<file path="src/rtl/ccip_c0_req_mux.sv">
// rtl/ccip_c0_req_mux.sv - round-robin N-port mux for the CCI-P c0 read channel
//
// Purpose: arbitrates per-port read requests onto one c0 Tx stream, stamps the
// port ID into the mdata MSBs, and steers c0 Rx responses back to the issuing
// port using those bits. Each port has an outstanding-read credit limit.
//
// Ports:
//   pClk, pReset_n                  clock, async-assert active-low reset
//   req_valid/req_ready             per-port request handshake (ready is combinational)
//   req_addr, req_mdata             per-port request payload, port i in slice i
//   c0_tx_valid/addr/mdata          registered request toward CCI-P
//   c0_tx_almfull                   CCI-P almost-full, blocks all grants
//   c0_rx_valid/mdata/data          read responses from CCI-P
//   rsp_valid/mdata/data            registered, one-hot-steered responses
//   outstanding                     per-port in-flight read count
//   err_bad_port                    sticky: bad response port ID or counter underflow
module ccip_c0_req_mux #(
    parameter int N_PORTS         = 4,
    parameter int ADDR_W          = 42,
    parameter int MDATA_W         = 16,
    parameter int DATA_W          = 512,
    parameter int MAX_OUTSTANDING = 32,
    parameter int PID_W           = $clog2(N_PORTS),
    parameter int CNT_W           = $clog2(MAX_OUTSTANDING + 1)
) (
    input  logic                       pClk,
    input  logic                       pReset_n,
    input  logic [N_PORTS-1:0]         req_valid,
    output logic [N_PORTS-1:0]         req_ready,
    input  logic [N_PORTS*ADDR_W-1:0]  req_addr,
    input  logic [N_PORTS*MDATA_W-1:0] req_mdata,
    output logic                       c0_tx_valid,
    output logic [ADDR_W-1:0]          c0_tx_addr,
    output logic [MDATA_W-1:0]         c0_tx_mdata,
    input  logic                       c0_tx_almfull,
    input  logic                       c0_rx_valid,
    input  logic [MDATA_W-1:0]         c0_rx_mdata,
    input  logic [DATA_W-1:0]          c0_rx_data,
    output logic [N_PORTS-1:0]         rsp_valid,
    output logic [MDATA_W-1:0]         rsp_mdata,
    output logic [DATA_W-1:0]          rsp_data,
    output logic [N_PORTS*CNT_W-1:0]   outstanding,
    output logic                       err_bad_port
);

    localparam logic [CNT_W-1:0] MAX_CNT   = CNT_W'(MAX_OUTSTANDING);
    localparam logic [PID_W:0]   NPORT_CNT = (PID_W + 1)'(N_PORTS);

    logic [PID_W-1:0]   rr_ptr_q, rr_ptr_d;
    logic               tx_valid_q, tx_valid_d;
    logic [ADDR_W-1:0]  tx_addr_q, tx_addr_d;
    logic [MDATA_W-1:0] tx_mdata_q, tx_mdata_d;
    logic [N_PORTS-1:0] rsp_valid_q, rsp_valid_d;
    logic [MDATA_W-1:0] rsp_mdata_q, rsp_mdata_d;
    logic [DATA_W-1:0]  rsp_data_q, rsp_data_d;
    logic               err_q, err_d;
    logic [CNT_W-1:0]   cnt_q [N_PORTS];
    logic [CNT_W-1:0]   cnt_d [N_PORTS];

    logic [ADDR_W-1:0]  addr_arr  [N_PORTS];
    logic [MDATA_W-1:0] mdata_arr [N_PORTS];
    logic [N_PORTS-1:0] eligible;
    logic               grant_vld;
    logic [PID_W-1:0]   grant_idx;
    logic [PID_W-1:0]   rx_pid;
    logic               rx_pid_ok;
    logic               rx_hit;
    logic               underflow;

    // (base + k) mod N_PORTS without relying on N_PORTS being a power of two
    function automatic logic [PID_W-1:0] wrap_idx(input logic [PID_W-1:0] base, input int k);
        int s;
        s = int'(base) + k;
        if (s >= N_PORTS) s = s - N_PORTS;
        return PID_W'(s);
    endfunction

    // Port-ID bits of each request's mdata are overwritten on issue
    logic unused_mdata_top;
    assign unused_mdata_top = ^req_mdata;

    always_comb begin
        for (int i = 0; i < N_PORTS; i++) begin
            addr_arr[i]  = req_addr[i*ADDR_W +: ADDR_W];
            mdata_arr[i] = req_mdata[i*MDATA_W +: MDATA_W];
            // Reset gating keeps req_ready low while pReset_n is asserted
            eligible[i]  = pReset_n & req_valid[i] & ~c0_tx_almfull & (cnt_q[i] < MAX_CNT);
        end
    end

    // Round-robin: first eligible port at or after rr_ptr
    always_comb begin
        grant_vld = 1'b0;
        grant_idx = '0;
        for (int k = 0; k < N_PORTS; k++) begin
            if (!grant_vld && eligible[wrap_idx(rr_ptr_q, k)]) begin
                grant_vld = 1'b1;
                grant_idx = wrap_idx(rr_ptr_q, k);
            end
        end
        req_ready = '0;
        if (grant_vld) req_ready[grant_idx] = 1'b1;
    end

    always_comb begin
        rx_pid    = c0_rx_mdata[MDATA_W-1 -: PID_W];
        rx_pid_ok = ({1'b0, rx_pid} < NPORT_CNT);
        rx_hit    = c0_rx_valid & rx_pid_ok;

        rr_ptr_d   = grant_vld ? wrap_idx(grant_idx, 1) : rr_ptr_q;
        tx_valid_d = grant_vld;
        tx_addr_d  = tx_addr_q;
        tx_mdata_d = tx_mdata_q;
        if (grant_vld) begin
            tx_addr_d  = addr_arr[grant_idx];
            tx_mdata_d = {grant_idx, mdata_arr[grant_idx][MDATA_W-PID_W-1:0]};
        end

        rsp_valid_d = '0;
        if (rx_hit) rsp_valid_d[rx_pid] = 1'b1;
        rsp_mdata_d = rsp_mdata_q;
        rsp_data_d  = rsp_data_q;
        if (c0_rx_valid) begin
            rsp_mdata_d = {{PID_W{1'b0}}, c0_rx_mdata[MDATA_W-PID_W-1:0]};
            rsp_data_d  = c0_rx_data;
        end

        // Simultaneous accept and response for a port cancel out
        underflow = 1'b0;
        for (int i = 0; i < N_PORTS; i++) begin
            logic inc, dec;
            inc = grant_vld && (grant_idx == PID_W'(i));
            dec = rx_hit && (rx_pid == PID_W'(i));
            cnt_d[i] = cnt_q[i];
            if (inc && !dec) begin
                cnt_d[i] = cnt_q[i] + CNT_W'(1);
            end else if (dec && !inc) begin
                if (cnt_q[i] == '0) underflow = 1'b1;
                else                cnt_d[i] = cnt_q[i] - CNT_W'(1);
            end
        end

        err_d = err_q | (c0_rx_valid & ~rx_pid_ok) | underflow;
    end

    always_ff @(posedge pClk or negedge pReset_n) begin
        if (!pReset_n) begin
            rr_ptr_q    <= '0;
            tx_valid_q  <= 1'b0;
            tx_addr_q   <= '0;
            tx_mdata_q  <= '0;
            rsp_valid_q <= '0;
            rsp_mdata_q <= '0;
            rsp_data_q  <= '0;
            err_q       <= 1'b0;
            for (int i = 0; i < N_PORTS; i++) cnt_q[i] <= '0;
        end else begin
            rr_ptr_q    <= rr_ptr_d;
            tx_valid_q  <= tx_valid_d;
            tx_addr_q   <= tx_addr_d;
            tx_mdata_q  <= tx_mdata_d;
            rsp_valid_q <= rsp_valid_d;
            rsp_mdata_q <= rsp_mdata_d;
            rsp_data_q  <= rsp_data_d;
            err_q       <= err_d;
            for (int i = 0; i < N_PORTS; i++) cnt_q[i] <= cnt_d[i];
        end
    end

    assign c0_tx_valid  = tx_valid_q;
    assign c0_tx_addr   = tx_addr_q;
    assign c0_tx_mdata  = tx_mdata_q;
    assign rsp_valid    = rsp_valid_q;
    assign rsp_mdata    = rsp_mdata_q;
    assign rsp_data     = rsp_data_q;
    assign err_bad_port = err_q;

    always_comb begin
        outstanding = '0;
        for (int i = 0; i < N_PORTS; i++) outstanding[i*CNT_W +: CNT_W] = cnt_q[i];
    end

endmodule

</file>
<file path="config.mk">
export PLATFORM = sky130hd
export DESIGN_NAME = ccip_c0_req_mux
export DESIGN_NICKNAME = d
export VERILOG_FILES = /design/src/rtl/ccip_c0_req_mux.sv
export SDC_FILE = /design/constraint.sdc
export NUM_CORES = 1
export LEC_CHECK = 0
export ABC_AREA = 1
export BUFFER_PORTS_ARGS = -buffer_cell sky130_fd_sc_hd__buf_2
export CORE_AREA = 2 2 541 543
export DETAILED_ROUTE_END_ITERATION = 10
export DIE_AREA = 0 0 543 545
export PLACE_DENSITY_LB_ADDON = 0.12
export SYNTH_ARGS = -nofsm -noshare
export SYNTH_HDL_FRONTEND = slang
export SYNTH_SLANG_ARGS = --single-unit
</file>
<file path="constraint.sdc">
create_clock -name pClk -period 3.3 [get_ports pClk]
set_clock_uncertainty 0.05 [all_clocks]
set_input_delay 0.165 -clock pClk [delete_from_list [all_inputs] [get_ports pClk]]
set_output_delay 0.165 -clock pClk [all_outputs]
set_load 0.02 [all_outputs]
</file>
==> summary.md, run 1 <==
| Metric | Value |
|---|---|
| Status | finished clean |
| WL per Instance | 18.5 um |
| Clk sinks | 616 |
| Dominant synthesized flop cell | dfrtp_1 |
| Adder-cell share of the synthesized area | approximately 1.6% |
| Total Routing Usage GR | a little under an eighth |
| Hold Crit Class | input pin to flip-flop |
| Final period util | 97.1% |
| DP Cell Count | 8442 |
| Clock transition at path regs | 60 ps |
| Layout Area Growth over Synthesis | 102% |
| Lkg Pwr | approximately 27 nW |
| Synth Warn # | 0 |
| Max Cap Viol | 0 |
| Die area | 0.296 sq mm |
| Cell Rows | 198 |
| DRC violations left | 0 |
| CTS root buffer | clkbuf_16 |
| WP data required | 3880 ps |
| DR vias | 31246 |
| Htree depth | 3 |
| Syn_area_per_cell | 8.12 sq um |
| First drt pass iteration count | 5 |
| Fin. Hold Viols | 0 |
| Maximum fanout along the worst path | 93 |
| Number of global-route vias before repair | ~33000 |
| Die Y | 545 um |
| Cell count after synthesis | around 3300 |
| Starting density of the core | 9.10% |
| Post-synthesis xor/xnor area fraction | 0.758% |
| Worst slew pin tran | 1090 ps |
| Post-synthesis sequential area ratio | 58.4% |
| Latest clock arrival within the worst-skew pair | approximately 800 ps |
| Final setup fails | 0 |
| Post-synth EDFFs | 0 |
| DP Area | 0.0384 sq mm |
| Tmin final | 3200 ps |
| Synth Area in Simple Gates | approximately a third |
| Post-synthesis mux area share | 0% |
| Gpl congestion | ~0.8 |
| FMAX | between 300 and 400 MHz |
| Die width | approximately 540 um |
| I/O Pins | 1388 |
| Global-route wire length before repair | 250 mm |
| Synth Area in Compound Gates | under 10% |
| Seq cells post-synth | 616 |
| # port buffers | 1377 |
| CTS Buf Count | 94 |
| Nets | about 6600 |
| Final std cells w/o fill | 9808 |
| Fraction of registers with async set/reset | 100% |
| DPL Wire Length | 138 mm |
| Slew Limit Headroom | 27.3% |
| Unrepaired setup endpoints after global routing | yes |
| Distinct cells, synth | 34 |
| Pwr dens | 661 mW/mm^2 |
| Antenna violations before repair | 80 |
| Crit path kind | flip-flop to flip-flop |
| DRT iter0 DRCs | about 1600 |
| Final instance area | 0.0533 sq mm |
| IR Drop Worst-Case VDD | 0.000669 V |
| Core Area | 0.290 sq mm |
| Slew Limit Fails | 0 |
| Largest family of logic cells by synthesized area | simple AND/OR/NAND/NOR gates |
| Via density | 3.19 |
| Commonest non-fill, non-tap cell in the layout | nand2_1 |
| Pin count of the biggest net entering global routing | ~190 |
| Arr. time, crit path | 3780 ps |
| Routed WL | ~180 mm |
| Critical path endpoint category | flip-flop |
| Antenna-violating nets left | 0 |
| Worst setup SP type | flip-flop |
| Pre-CTS setup slack | -79.5 ps |
| CTS tree | done |
| Total congestion overflow | 0 |
| Layout cell share with drive strength beyond 1 | 28.8% |
| Clock buffer depth | 4 |
| Setup TNS | 0 ps |
| Mapped cell area | 0.0264 sq mm |
| Most frequent cells in the layout | 1850 x nand2_1, 1375 x buf_2, 1144 x dlygate4sd3_1 |
| Final WS setup | 96.6 ps |
| Hold_ws | between 90 and 100 ps |
power by group:
group          internal (mW)  switching (mW)  leakage, nW
Combinational           6.48            8.87         18.1
Sequential              8.77           0.889         7.48
Clock                   6.03            4.22         1.48
stage by stage:
step	total power, mW	util, %
global route	37.7	18.4
global placement	22.3	13.2
finish	35.3	18.4
detailed placement	22.3	13.2
floorplan	16.8	-
CTS	35.5	18.2
cells in the mapped netlist, drive strengths merged (14+ instances only):
cell       n  share of area (%)
nand3    189                3.6
ha        28                1.3
inv      191                2.7
nand2   1863                 27
nor2      21               0.36
xor2      14               0.49
buf       43               0.91
clkbuf   124                1.8
dfrtp    616                 58
or2       79                1.9
o21ai     27               0.51
a21oi     24               0.45
flip-flops by register name, indices dropped and copies added, names as in the netlist:
register      count
rr_ptr_q          2
outstanding      24
c0_tx_mdata      16
rsp_valid         4
rsp_data        512
rsp_mdata        14
c0_tx_addr       42
err_bad_port      1
c0_tx_valid       1
kinds of logic after synthesis:
group / after synthesis
other: 1
XOR/XNOR: 22
AND/OR/NAND/NOR: 2163
AO/OA/AOI/OAI: 60
flip-flops: 616
buffers and inverters: 358
adder cells (fa/ha/maj): 32
cell type report:
cell class / count / area (sq um)
clock inverters: 22 / 258
repair buffers: 2609 / 19200
well taps: 3900 / 4880
multi-input cells: 2279 / 9880
clock buffers: 143 / 2780
diodes: 48 / 120
flip-flops and latches: 616 / 15400
fillers: 33229 / 237000
inverters: 191 / 742
critical path, cell delays in order, from the launching register on:
cell and delay, ps:
dfrtp_2 500, inv_4 140, nand3_2 110, nand2_2 100, nand2_1 70, nand2_1 90
nand4_1 120, nand2_2 110, nand2_4 80, buf_4 210, buf_16 210, or2_2 410
nand3_1 70, dlygate4sd3_1 560, nand3_1 80
what timing repair did:
action / 4_1_cts / 5_1_grt
hold buffers: 1144 / 0
pin swaps: 0 / 12
cloned: 0 / 2
buffers inserted: 0 / 7
resized for setup: 2 / 48
endpoints found under the hold margin: 708 / 0
endpoints found under the setup margin: 4 / 138
per-layer routing:
metal	vias up	GRT usage [%]	wire, um
li1	15022	-	-
met1	14886	13.5	73600
met2	1071	20.1	87600
met3	211	4.28	15200
met4	56	3.17	4650
met5	-	0	395
final timing paths:
kind,end,depth (start not counted),slack [ps],from
worst max-delay path,c0_tx_addr[41],14,100,rr_ptr_q[0]
worst min-delay path,rsp_data[304],4,90,c0_rx_data[304]
worst max register to register,c0_tx_addr[41],14,100,rr_ptr_q[0]
worst min register to register,rsp_data[342],2,410,rsp_data[342]
max in group asynchronous,rsp_data[163],7,270,pReset_n
min in group asynchronous,rsp_data[483],4,380,pReset_n
(Power assumes the default switching activity.)
==> inputs of run 2 (changes only) <==
--- a/config.mk
+++ b/config.mk
@@ -5,11 +5,10 @@
 export SDC_FILE = /design/constraint.sdc
 export NUM_CORES = 1
 export LEC_CHECK = 0
-export ABC_AREA = 1
 export BUFFER_PORTS_ARGS = -buffer_cell sky130_fd_sc_hd__buf_2
-export CORE_AREA = 2 2 541 543
+export CORE_AREA = 2 2 545 547
 export DETAILED_ROUTE_END_ITERATION = 10
-export DIE_AREA = 0 0 543 545
+export DIE_AREA = 0 0 547 549
 export PLACE_DENSITY_LB_ADDON = 0.12
 export SYNTH_ARGS = -nofsm -noshare
 export SYNTH_HDL_FRONTEND = slang
==> run 2 against run 1 <==
  * Non-clock buffer count down 250
  * Worst hold slack worse by 39 ps
  * Register-to-register slack barely moved
==> summary.md, run 2 <==
| Metric | Value |
|---|---|
| Antenna violations before repair | 78 (-2.5%) |
| Pwr Total | 29.0 mW (-18%) |
| Maximum fanout along the worst path | 5 (-95%) |
| Layout Area Growth over Synthesis | 97.3% |
| # port buffers | 1377 (unchanged) |
| Clock transition at path regs | 60 ps (about the same) |
| Pre-CTS setup slack | 22.8 ps (+102 ps) |
| Pin count of the biggest net entering global routing | 132 (-29%) |
| Critical Path, Cell by Cell | and4bb_2, a21oi_1, o21ai_1, buf_4, o2bb2ai_4, ha_1, nand2_1, inv_2, ha_4, inv_4, ha_1, a21o_1, a21oi_2, o311ai_1, mux2_2 |
| Hold Crit Class | input pin to asynchronous set/reset pin |
| WL per Instance | 21.8 um (+18%) |
| FMAX | 312 MHz (about the same) |
| Number of global-route vias before repair | 26374 (-20%) |
| DPL Wire Length | 142 mm (+3.0%) |
| Routed WL | 176 mm (-3.0%) |
| Post-synthesis sequential area ratio | 61.0% (+2.6 points) |
| Crit path kind | flip-flop to flip-flop |
| CP dominant cell by count | ha_1 |
| Final WS setup | 98.3 ps (+1.71 ps) |
| Arr. time, crit path | 3820 ps (+40 ps) |
| Antenna-violating nets left | 0 (unchanged) |
| Fillcell total | 32993 (-0.71%) |
| Cell Rows | 200 (+1.0%) |
| Slew Limit Fails | 0 (unchanged) |
| Global-route wire length before repair | 235 mm (-6.1%) |
| Tmin final | 3200 ps (-1.71 ps) |
| Slowest stage delay, CP | 410 ps (-150 ps) |
| Synth area leaders | dfrtp_1 61%, mux2_2 24%, mux2i_1 4.5% |
| Max reg flops | 512 (unchanged) |
| Critical path endpoint category | flip-flop |
| Crit-path leading delay family | compound AO/OA/AOI/OAI gates |
| Die Y | 549 um (+0.73%) |
| Slew Limit Headroom | 34.3% (+7.0 points) |
| Pwr dens | 581 mW/mm^2 (-12%) |
| CTS root buffer | clkbuf_16 |
| Worst setup SP type | flip-flop |
| Share of the synthesized area in the top cell type | 61.0% (+2.6 points) |
| Latest clock arrival within the worst-skew pair | 790 ps (about the same) |
| Status | finished clean |
| Fraction of registers with async set/reset | 100% (unchanged) |
| Seq cells post-synth | 616 (unchanged) |
| Synth Warn # | 0 (unchanged) |
| Nets | 4842 (-27%) |
| Most frequent cells in the layout | 1375 x buf_2, 894 x dlygate4sd3_1, 613 x dfrtp_1 |
| Htree depth | 3 (unchanged) |
| Core Area | 0.295 sq mm (+1.7%) |
| Unrepaired setup endpoints after global routing | yes |
| First drt pass iteration count | 4 (-1) |
| DRC violations left | 0 (unchanged) |
| I/O Pins | 1388 (unchanged) |
| Final period util | 97.0% (about the same) |
| Slowest-stage cell, CP | dfrtp_2 |
| Layout cell share with drive strength beyond 1 | 53.4% (+25 points) |
| Die width | 547 um (+0.74%) |
| Worst Path Buf+Inv | 3 (-1) |
| Max Cap Viol | 0 (unchanged) |
| Clk sinks | 616 (unchanged) |
| Via density | 2.98 (-6.3%) |
| CTS Buf Count | 98 (+4.3%) |
| Total congestion overflow | 0 (unchanged) |
| Clock buffer depth | 4 (unchanged) |
| Syn_area_per_cell | 15.0 sq um (+85%) |
| WP data required | 3920 ps (+40 ps) |
| Lkg Pwr | 22.6 nW (-17%) |
| IR Drop Worst-Case VDD | 0.000389 V (-42%) |
| Final setup fails | 0 (unchanged) |
| Area leader, netlist | dfrtp_1 |
| Starting density of the core | 8.57% (-0.53 points) |
| CTS tree | done |
| Most common cell in the netlist | dfrtp_1 |
| Die area | 0.300 sq mm (+1.5%) |
| Dominant synthesized flop cell | dfrtp_1 |
| Gpl congestion | 0.855 (+6.1%) |
| Synth top cells by count | 616 x dfrtp_1, 531 x mux2_2, 113 x mux2i_1 |
| Fin. Hold Viols | 0 (unchanged) |
| DR vias | 24129 (-23%) |
| Commonest non-fill, non-tap cell in the layout | buf_2 |
| Mapped cell area | 0.0253 sq mm (-4.3%) |
| Post-synth EDFFs | 0 (unchanged) |
| Cell count after synthesis | 1680 (-48%) |
| DRT iter0 DRCs | 736 (-55%) |
| Worst slew pin tran | 985 ps (-105 ps) |
| Total Routing Usage GR | 11.3% (-0.38 points) |
| Distinct cells, synth | 50 (+47%) |
-- run 2: final timing paths --
kind	startpoint	end	slack, ps	cells past startpoint
setup / recovery	outstanding[5]	outstanding[5]	100	15
hold / removal	pReset_n	rsp_data[200]	50	3
setup reg to reg	outstanding[5]	outstanding[5]	100	15
hold reg to reg	c0_tx_mdata[14]	c0_tx_mdata[14]	430	2
max in group asynchronous	pReset_n	rsp_data[62]	1360	5
min in group pClk	c0_rx_data[311]	rsp_data[311]	100	3
-- run 2: cell type report --
type	count	area, sq um	share of cell area (%)
Clock inverter	24	328	0.657
Inverter	25	121	0.243
Multi-Input combinational cell	942	9510	19.1
Sequential cell	616	15400	30.9
Timing Repair Buffer	2359	16700	33.4
Clock buffer	146	2810	5.64
Antenna cell	34	85.1	0.171
Tap cell	3939	4930	9.88
-- run 2: report_power, final --
group / internal [mW] / total (mW) / switching, mW
logic: 3.82 / 8.77 / 4.95
clock network: 6.33 / 10.6 / 4.24
registers: 8.74 / 9.62 / 0.887
total: 18.9 / 29.0 / 10.1
-- run 2: repair_timing --
item | CTS | global route
pin swaps | 0 | 2
resized for setup | 1 | 14
cloned | 0 | 1
endpoints found under the hold margin | 737 | 0
buffers inserted | 0 | 1
hold buffers | 894 | 0
endpoints found under the setup margin | 1 | 19
-- run 2: worst register-to-register path: cells and delay by family, from the launching register on --
| family | cells | cell delay (ps) |
|---|---|---|
| and+or+nand+nor | 2 | 440 |
| AOI/OAI and AO/OA | 6 | 920 |
| buffers and inverters | 3 | 290 |
| DFF | 1 | 410 |
| muxes | 1 | 380 |
| adders and majority gates | 3 | 590 |
-- run 2: through the flow --
step                      TNS [ps]  area, sq um  hold WS (ps)  cells  utilization, %
after floorplan              -93.7        25500          -181   1681               -
after global placement           0        37600           169   6985            12.7
after detailed placement         0        37600           165   6985            12.7
after CTS                        0        49700         0.356   8049            16.8
after global routing          -100        49800          21.3   8071            16.9
final                            0        49900          52.7   8085            16.9
-- run 2: per-layer routing --
layer / share of wire, % / track usage [%] / routed length (um) / up-vias
met5: 0.13 / 0 / 226 / -
met4: 2.4 / 2.70 / 4250 / 38
met3: 9.1 / 4.64 / 16000 / 253
met2: 49 / 19.4 / 85700 / 1027
met1: 40 / 12.9 / 69900 / 11940
li1: - / - / - / 10871
-- run 2: cell families (layout without fill, tap and decap cells) --
logic type / after synthesis / count (layout) / synth area share (%)
multiplexers: 647 / 647 / 28.3
flip-flops: 616 / 616 / 61.0
AND/OR/NAND/NOR: 137 / 137 / 2.56
buffers and inverters: 123 / 2554 / 2.70
AO/OA/AOI/OAI: 110 / 110 / 3.28
adder cells (fa/ha/maj): 32 / 32 / 1.70
XOR/XNOR: 14 / 14 / 0.485
other: 1 / 36 / 0.0148
==> inputs of run 3 (changes only) <==
--- a/config.mk
+++ b/config.mk
@@ -6,7 +6,10 @@
 export NUM_CORES = 1
 export LEC_CHECK = 0
 export BUFFER_PORTS_ARGS = -buffer_cell sky130_fd_sc_hd__buf_2
+export CELL_PAD_IN_SITES_DETAIL_PLACEMENT = 1
+export CELL_PAD_IN_SITES_GLOBAL_PLACEMENT = 2
 export CORE_AREA = 2 2 545 547
+export CTS_CLUSTER_DIAMETER = 100
 export DETAILED_ROUTE_END_ITERATION = 10
 export DIE_AREA = 0 0 547 549
 export PLACE_DENSITY_LB_ADDON = 0.12
==> constraint.sdc (replaced) <==
create_clock -name pClk -period 4.03 [get_ports pClk]
set_clock_uncertainty 0.05 [all_clocks]
set_input_delay 0.2015 -clock pClk [delete_from_list [all_inputs] [get_ports pClk]]
set_output_delay 0.2015 -clock pClk [all_outputs]
set_load 0.02 [all_outputs]
==> run 3 against run 2 <==
  * Clock power down 15%
  * Fmax down 13%
  * Sequential share of layout area is 1.2 points higher
  * Utilization is 0.64 points lower
  * Global-route usage up 0.16 points
  * Die area is the same
  * Register-to-register slack gained 240 ps
  * Sequential cell count is the same
  * Total power down 18%
  * Cell count shrank 1.8%
  * Via count down 2.7%
  * First-iteration DRC count shrank 19%
==> summary.md, run 3 (synthesis results as in run 2) <==
| Metric | Value |
|---|---|
| Starting density of the core | 8.57% (unchanged) |
| CTS root buffer | clkbuf_16 |
| Slew Limit Headroom | 21.4% (-13 points) |
| Die width | 547 um (unchanged) |
| # port buffers | 1377 (unchanged) |
| Clock buffer depth | 4 (unchanged) |
| Maximum fanout along the worst path | 106 (+101) |
| Total Routing Usage GR | 11.5% (+0.16 points) |
| Status | finished clean |
| Antenna violations before repair | 125 (+60%) |
| WP data required | 4670 ps (+750 ps) |
| Critical register-to-register path startpoint | outstanding[5] |
| Htree depth | 3 (unchanged) |
| Routed WL | 177 mm (+0.53%) |
| Nets | 4660 (-3.8%) |
| Max Cap Viol | 0 (unchanged) |
| Path depth of the worst reg2reg path | 8 (-7) |
| CTS tree | done |
| Latest clock arrival within the worst-skew pair | 790 ps (about the same) |
| Pin count of the biggest net entering global routing | 146 (+11%) |
| Layout Area Growth over Synthesis | 89.9% |
| DRC violations left | 0 (unchanged) |
| Final core utilization | 16.3% (-0.64 points) |
| First drt pass iteration count | 4 (unchanged) |
| Worst r2r dst | c0_tx_addr[25] |
| Gpl congestion | 0.771 (-9.8%) |
| Fin. Hold Viols | 0 (unchanged) |
| Max reg flops | 512 (unchanged) |
| Pwr dens | 497 mW/mm^2 (-14%) |
| Via density | 2.96 (-0.93%) |
| Clock transition at path regs | 60 ps (about the same) |
| Reg2Reg Setup Slack | 340 ps (+240 ps) |
| Die Y | 549 um (unchanged) |
| Worst setup SP type | flip-flop |
| DR vias | 23473 (-2.7%) |
| Commonest non-fill, non-tap cell in the layout | buf_2 |
| Final period util | 91.6% (-5.4 points) |
| Worst slew pin tran | 1180 ps (+193 ps) |
| Hold Crit Class | input pin to asynchronous set/reset pin |
| WL per Instance | 22.3 um (+2.4%) |
| Tmin final | 3690 ps (+491 ps) |
| Number of global-route vias before repair | 26528 (+0.58%) |
| Critical path endpoint category | flip-flop |
| Antenna-violating nets left | 0 (unchanged) |
| Setup TNS | 0 ps (unchanged) |
| Arr. time, crit path | 4330 ps (+510 ps) |
| Lkg Pwr | 21.8 nW (-3.3%) |
| Most frequent cells in the layout | 1375 x buf_2, 759 x dlygate4sd3_1, 616 x dfrtp_1 |
| Core Area | 0.295 sq mm (unchanged) |
| Pwr Total | 23.9 mW (-18%) |
| Final WS setup | 337 ps (+239 ps) |
| Clk sinks | 616 (unchanged) |
| Global-route wire length before repair | 239 mm (+1.9%) |
| Final setup fails | 0 (unchanged) |
| DP Cell Count | 6935 (-0.72%) |
| DRT iter0 DRCs | 594 (-19%) |
| Fillcell total | 33950 (+2.9%) |
| Die area | 0.300 sq mm (unchanged) |
| Crit path kind | flip-flop to flip-flop |
| Cell Rows | 200 (unchanged) |
| IR Drop Worst-Case VDD | 0.000334 V (-14%) |
| Pre-CTS setup slack | 323 ps (+300 ps) |
| Total congestion overflow | 0 (unchanged) |
| Final std cells w/o fill | 7939 (-1.8%) |
| DPL Wire Length | 142 mm (about the same) |
| CTS Buf Count | 103 (+5.1%) |
| FMAX | 271 MHz (-13%) |
| Unrepaired setup endpoints after global routing | no |
| Slew Limit Fails | 0 (unchanged) |
| I/O Pins | 1388 (unchanged) |
| Layout cell share with drive strength beyond 1 | 53.6% (+0.20 points) |
-- run 3: where the power goes --
| part | leakage, nW | internal, mW | switching [mW] |
|---|---|---|---|
| registers | 7.23 | 7.15 | 0.714 |
| clock network | 1.63 | 5.41 | 3.61 |
| logic | 13.0 | 3.03 | 3.96 |
| total | 21.8 | 15.6 | 8.28 |
-- run 3: worst max path at each step --
stage                         from  depth (start not counted)              end
global route        outstanding[5]                         16  outstanding[23]
finish              outstanding[5]                          8   c0_tx_addr[25]
detailed placement  outstanding[5]                         16  outstanding[23]
floorplan           outstanding[5]                         17  outstanding[17]
CTS                 outstanding[5]                         15   outstanding[5]
global placement    outstanding[5]                         15   outstanding[5]
-- run 3: layout make-up --
class | count | area (sq um) | area share, %
repair buffers | 2172 | 14900 | 31.0
inverters | 25 | 93.8 | 0.196
well taps | 3939 | 4930 | 10.3
clock buffers | 151 | 2980 | 6.21
clock inverters | 30 | 340 | 0.709
multi-input cells | 942 | 9210 | 19.2
flip-flops and latches | 616 | 15400 | 32.1
diodes | 64 | 160 | 0.334
-- run 3: critical path: stages, from the launching register on --
cell and delay, ps:
dfrtp_1 370, and4bb_2 350, mux2i_1 120, o211ai_4 310, buf_12 480, mux2i_1 250
dlygate4sd3_1 570, o221ai_1 120, dlygate4sd3_1 630
-- run 3: metrics by stage --
stage                     cell area (sq um)  hold slack [ps]
after floorplan                       25300             -144
after global placement                36900            -16.0
after detailed placement              36900            -14.4
after CTS                             47800            0.360
after global routing                  47900             41.1
final                                 48000              104
-- run 3: repair_timing --
action	4_1_cts	5_1_grt
endpoints found under the hold margin	665	0
setup endpoints to repair	0	1
resized for setup	0	1
hold buffers	759	0
buffers inserted	0	0
-- run 3: metal layers --
layer | up-vias | track usage, % | wire length [um]
met3 | 266 | 4.66 | 15100
met5 | - | 0 | 444
met1 | 11581 | 11.5 | 62200
met2 | 1017 | 21.9 | 95300
met4 | 70 | 2.53 | 3940
li1 | 10539 | - | -
